==> src/rtl/mem_stage.sv <==
// Memory-access pipeline stage: captures the EX_to_MEM bus, extracts and
// extends load data from the synchronous data SRAM, forwards to WB and
// reports MEM-stage bypass/hazard information back to ID.
// Optional feature macro: MEM_LOAD_FWD_EN (load data forwardable to ID in MEM).
module mem_stage #(
  parameter int unsigned EX_MEM_BUS_W = 75,
  parameter int unsigned MEM_WB_BUS_W = 70,
  parameter int unsigned FWD_W        = 38
) (
  input  logic                    clk,
  input  logic                    resetn,
  input  logic                    WB_allow,
  output logic                    MEM_allow,
  input  logic                    EX_to_MEM_valid,
  input  logic [EX_MEM_BUS_W-1:0] EX_to_MEM_bus,
  input  logic [31:0]             data_sram_rdata,
  output logic                    MEM_to_WB_valid,
  output logic [MEM_WB_BUS_W-1:0] MEM_to_WB_bus,
  output logic [FWD_W-1:0]        MEM_to_ID_forward,
  output logic                    MEM_to_ID_load_up
);

  logic                    mem_valid;
  logic                    first_cycle;
  logic [31:0]             rdata_hold;
  logic [EX_MEM_BUS_W-1:0] bus_q;

  logic        res_from_mem;
  logic        gr_we;
  logic [4:0]  dest;
  logic [31:0] result;
  logic [31:0] pc;
  logic        is_ld_b;
  logic        is_ld_h;
  logic        is_ld_bu;
  logic        is_ld_hu;

  logic        mem_ready_go;
  logic [31:0] raw_word;
  logic [7:0]  ld_byte;
  logic [15:0] ld_half;
  logic [31:0] load_data;
  logic [31:0] final_result;
  logic [31:0] fwd_data;

  assign res_from_mem = bus_q[74];
  assign gr_we        = bus_q[73];
  assign dest         = bus_q[72:68];
  assign result       = bus_q[67:36];
  assign pc           = bus_q[35:4];
  assign is_ld_b      = bus_q[3];
  assign is_ld_h      = bus_q[2];
  assign is_ld_bu     = bus_q[1];
  assign is_ld_hu     = bus_q[0];

  // MEM never stalls on its own; only WB back-pressure holds it.
  assign mem_ready_go    = 1'b1;
  assign MEM_allow       = !mem_valid || (mem_ready_go && WB_allow);
  assign MEM_to_WB_valid = mem_valid && mem_ready_go;

  // Pipeline register: take a new instruction whenever MEM can accept.
  always_ff @(posedge clk or negedge resetn) begin
    if (!resetn) begin
      mem_valid   <= 1'b0;
      first_cycle <= 1'b0;
      bus_q       <= '0;
    end else begin
      if (MEM_allow) begin
        mem_valid <= EX_to_MEM_valid;
      end
      if (EX_to_MEM_valid && MEM_allow) begin
        bus_q       <= EX_to_MEM_bus;
        first_cycle <= 1'b1;
      end else begin
        first_cycle <= 1'b0;
      end
    end
  end

  // SRAM data is only valid in the first MEM cycle; keep it for stalls.
  always_ff @(posedge clk or negedge resetn) begin
    if (!resetn) begin
      rdata_hold <= '0;
    end else if (mem_valid && first_cycle) begin
      rdata_hold <= data_sram_rdata;
    end
  end

  // Load extraction; misaligned half/word accesses use the aligned view.
  always_comb begin
    raw_word = first_cycle ? data_sram_rdata : rdata_hold;
    unique case (result[1:0])
      2'b00:   ld_byte = raw_word[7:0];
      2'b01:   ld_byte = raw_word[15:8];
      2'b10:   ld_byte = raw_word[23:16];
      default: ld_byte = raw_word[31:24];
    endcase
    ld_half = result[1] ? raw_word[31:16] : raw_word[15:0];
    if (is_ld_b) begin
      load_data = {{24{ld_byte[7]}}, ld_byte};
    end else if (is_ld_bu) begin
      load_data = {24'b0, ld_byte};
    end else if (is_ld_h) begin
      load_data = {{16{ld_half[15]}}, ld_half};
    end else if (is_ld_hu) begin
      load_data = {16'b0, ld_half};
    end else begin
      load_data = raw_word;
    end
    final_result = res_from_mem ? load_data : result;
  end

  // For loads final_result already is the extended load data, so the data
  // field is the same in both builds; only the hazard flag differs.
  assign fwd_data = final_result;

  assign MEM_to_WB_bus     = {gr_we, dest, final_result, pc};
  assign MEM_to_ID_forward = {gr_we && mem_valid, dest & {5{mem_valid}}, fwd_data};

`ifdef MEM_LOAD_FWD_EN
  assign MEM_to_ID_load_up = 1'b0;
`else
  // ID must wait one more cycle for a load result.
  assign MEM_to_ID_load_up = mem_valid && res_from_mem;
`endif

endmodule

==> config.mk <==
export PLATFORM = sky130hd
export DESIGN_NAME = mem_stage
export DESIGN_NICKNAME = d
export VERILOG_FILES = /design/src/rtl/mem_stage.sv
export SDC_FILE = /design/constraint.sdc
export NUM_CORES = 1
export LEC_CHECK = 0
export CAP_MARGIN = 30
export CORE_MARGIN = 4
export CORE_UTILIZATION = 41
export CTS_CLUSTER_SIZE = 16
export DETAILED_ROUTE_END_ITERATION = 10
export PLACE_DENSITY = 0.76
export SETUP_SLACK_MARGIN = 0.05
export SYNTH_ARGS = -nofsm -noshare
export SYNTH_HDL_FRONTEND = slang
export SYNTH_SLANG_ARGS = --single-unit
export TNS_END_PERCENT = 1
==> constraint.sdc <==
create_clock -name clk -period 2.35 [get_ports clk]
set_clock_uncertainty 0.1 [all_clocks]
set_input_delay 0.47 -clock clk [delete_from_list [all_inputs] [get_ports clk]]
set_output_delay 0.47 -clock clk [all_outputs]
set_load 0.02 [all_outputs]
==> impl_metrics.yaml, run 1 <==
global_routing:
  antenna_found_initial: 0
  grt_max_degree: 46
  grt-ovfl-total: 0
  grt_usage_pct: 21.7
  grt_pass1_vias: 5280
  grt_pass1_wl_um: 28200
power_and_ir_drop:
  p_int_mw: 4.56
  vdd_drop_max_mv: 0.564
  p_per_area_nw_per_um2: 765
  combPwrFrac_pct: 45.6
  seq_power_share_pct: 33.5
  swShare_pct: 35.0
  clkPwrFrac_pct: 20.9
  p_total_mw: 7.02
  p_sw_mw: 2.46
  total_leakage_power_nw: 3.92
run_status:
  violations: "setup timing"
  status: "finished with violations"
worst_setup_path:
  worstSetupPathType: "flop to primary output"
  endpoint_kind: "primary output"
  cp.arrival_ns: 2.25
  critPathLaunchType: "flop"
  worstPathMaxFanout: 8
  cp.required_ns: 1.78
yosys:
  ys_async_sr_fraction_pct: 100
  yosysWarnings: 0
  yosysMostFrequentCell: "mux2_2"
  yosysTopAreaCellShare_pct: 45.0
  yosysSeqAreaShare_pct: 45.0
  synth-edff-count: 0
  synth.area.top_cells: "dfrtp_1, mux2_2, buf_4, mux4_2, nand2_1"
  synth_top_area_cell: "dfrtp_1"
  synth_area_sq_um: 6060
  synth-seq-cells: 109
  synth-main-ff-cell: "dfrtp_1"
  syn_nets: 653
  synthCells: 542
  synth_common_cells: "mux2_2, dfrtp_1, buf_4"
  synthDistinctLibCells: 32
  syn_area_per_cell_sq_um: 11.2
die:
  coreArea_sq_um: 14500
  rows: 44
  dieArea_sq_um: 16800
  io_pins: 222
  die_w_um: 130
  start_util_pct: 41.8
  die_y_um: 130
route:
  drtIter0Drc: 216
  firstDrtPassIters: 5
  drt.antenna.violating_nets: 0
  via_count: 4906
  routedWlPerCell_um: 19.3
  wl_um: 18100
  viasPerCell: 5.22
  drc_errors: 0
finish:
  nNetsFinal: 864
  stdcell_area_sq_um: 9180
  n_antenna_cell: 0
  drive_above_1_share_pct: 45.1
  area.growth.synth_to_final_pct: 51.6
sta:
  setup_viol: 64
  period_needed_ns: 2.82
  layout_setup_ws_ns: -0.474
  slew_headroom_pct: 63.6
  slew_viol_final: 0
  hold_viol: 0
  finalCritPeriodShare_pct: 120
  holdWs_ns: 0.405
  tns_ns: -26.49
  fmax_mhz: 354
  worst_pin_slew_ns: 0.546
  rsz0062_at_grt: "yes"
placement:
  placed_area_sq_um: 8650
  gp_routability_congestion: 0.894
  dp_hpwl_um: 13400
  port_buffers: 221
  place_ws_ns: -1.03
clock_network:
  htreeDepth: 3
  cts.clk_slew.worst_paths_ns: 0.07
  numCtsBuffers: 9
  cts.sinks: 109
  clk_latency_ns: 0.35
  root_buffer: "clkbuf_16"
  cts.path.max_buffers: 2
  tritoncts: "done"
run:
  drv.max_cap_violation_count: 0
hold_path:
  hold_path.class: "flop to flop"
power groups by stage:
stage          combinational [mW]  clock [mW]  sequential [mW]
2_1_floorplan                1.95           0             2.32
3_3_place_gp                 3.04           0             2.36
3_5_place_dp                 3.09           0             2.38
4_1_cts                      3.12        1.50             2.35
5_1_grt                      3.41        1.57             2.39
6_report                     3.20        1.47             2.35
path summary, 6_finish.rpt:
path	from	endpoint	slack (ns)	cells past startpoint
min reg2reg	bus_q[17]$_DFFE_PN0P_	bus_q[17]$_DFFE_PN0P_	0.41	1
max reg2reg	MEM_to_WB_valid$_DFFE_PN0N_	bus_q[45]$_DFFE_PN0P_	0.52	6
min	bus_q[17]$_DFFE_PN0P_	bus_q[17]$_DFFE_PN0P_	0.41	1
max	first_cycle$_DFF_PN0_	MEM_to_WB_bus[51]	-0.47	7
min in group asynchronous	resetn	bus_q[16]$_DFFE_PN0P_	0.53	2
max in group asynchronous	resetn	bus_q[74]$_DFFE_PN0P_	0.95	3
flip-flops by register name (all words and copies together) (netlist names):
signal           flops
rdata_hold          32
bus_q               75
MEM_to_WB_valid      1
first_cycle          1
cell usage in the layout (no fill, tap or decap), drive strengths merged, types with 17 or more instances in the layout:
cell type      count
dfrtp            109
buf              145
inv               17
mux2             121
nor2              31
nand2             37
a21oi             18
nand3             20
clkdlybuf4s50    153
o21ai             27
worst max-delay path, stage by stage (launching register included):
cell and delay (ns):
dfrtp_2 0.42, mux4_2 0.52, and3_4 0.17, a311oi_4 0.20, buf_6 0.18, buf_12 0.18, a21oi_4 0.08, buf_6 0.14
cells by family (layout without fill, tap and decap cells):
| logic type | count (synthesis) | count (layout) | synth area share [%] |
|---|---|---|---|
| flops | 109 | 109 | 45.0 |
| compound gates | 68 | 68 | 7.15 |
| simple gates | 104 | 104 | 7.64 |
| mux | 142 | 142 | 28.0 |
| buf+inv | 119 | 333 | 12.1 |
through the flow:
step           util, %  instances
3_5_place_dp      59.8        912
3_3_place_gp      59.8        912
4_1_cts           62.2        931
6_report          63.4        940
2_1_floorplan        -        542
5_1_grt           63.4        940
timing repair:
item                                    CTS  global route
endpoints found under the hold margin     9             0
endpoints found under the setup margin   65            70
resized for setup                       354            26
cloned                                    2             1
pin swaps                                12             7
hold buffers                              1             0
buffers inserted                          2             8
area by class of cell:
class | instances | area, sq um
fillers | 1091 | 5300
inverters | 15 | 56.3
well taps | 184 | 230
flip-flops and latches | 109 | 2730
clock buffers | 10 | 239
repair buffers | 304 | 2950
clock inverters | 4 | 33.8
multi-input cells | 314 | 2940
per-layer routing:
layer / up-vias / wire length, um / GRT usage (%)
li1: 2241 / - / -
met1: 2430 / 7660 / 27.8
met2: 205 / 8510 / 35.3
met3: 30 / 1550 / 6.10
met4: 0 / 412 / 7.70
met5: - / 0 / 0
Power figures use the tool's default switching activity.
==> run 2, diff against run 1 <==
--- a/config.mk
+++ b/config.mk
@@ -12,6 +12,7 @@
 export DETAILED_ROUTE_END_ITERATION = 10
 export PLACE_DENSITY = 0.76
 export SETUP_SLACK_MARGIN = 0.05
+export SLEW_MARGIN = 10
 export SYNTH_ARGS = -nofsm -noshare
 export SYNTH_HDL_FRONTEND = slang
 export SYNTH_SLANG_ARGS = --single-unit
==> results of run 2 <==
No change in the layout: final DEF, timing and power equal those of run 1.
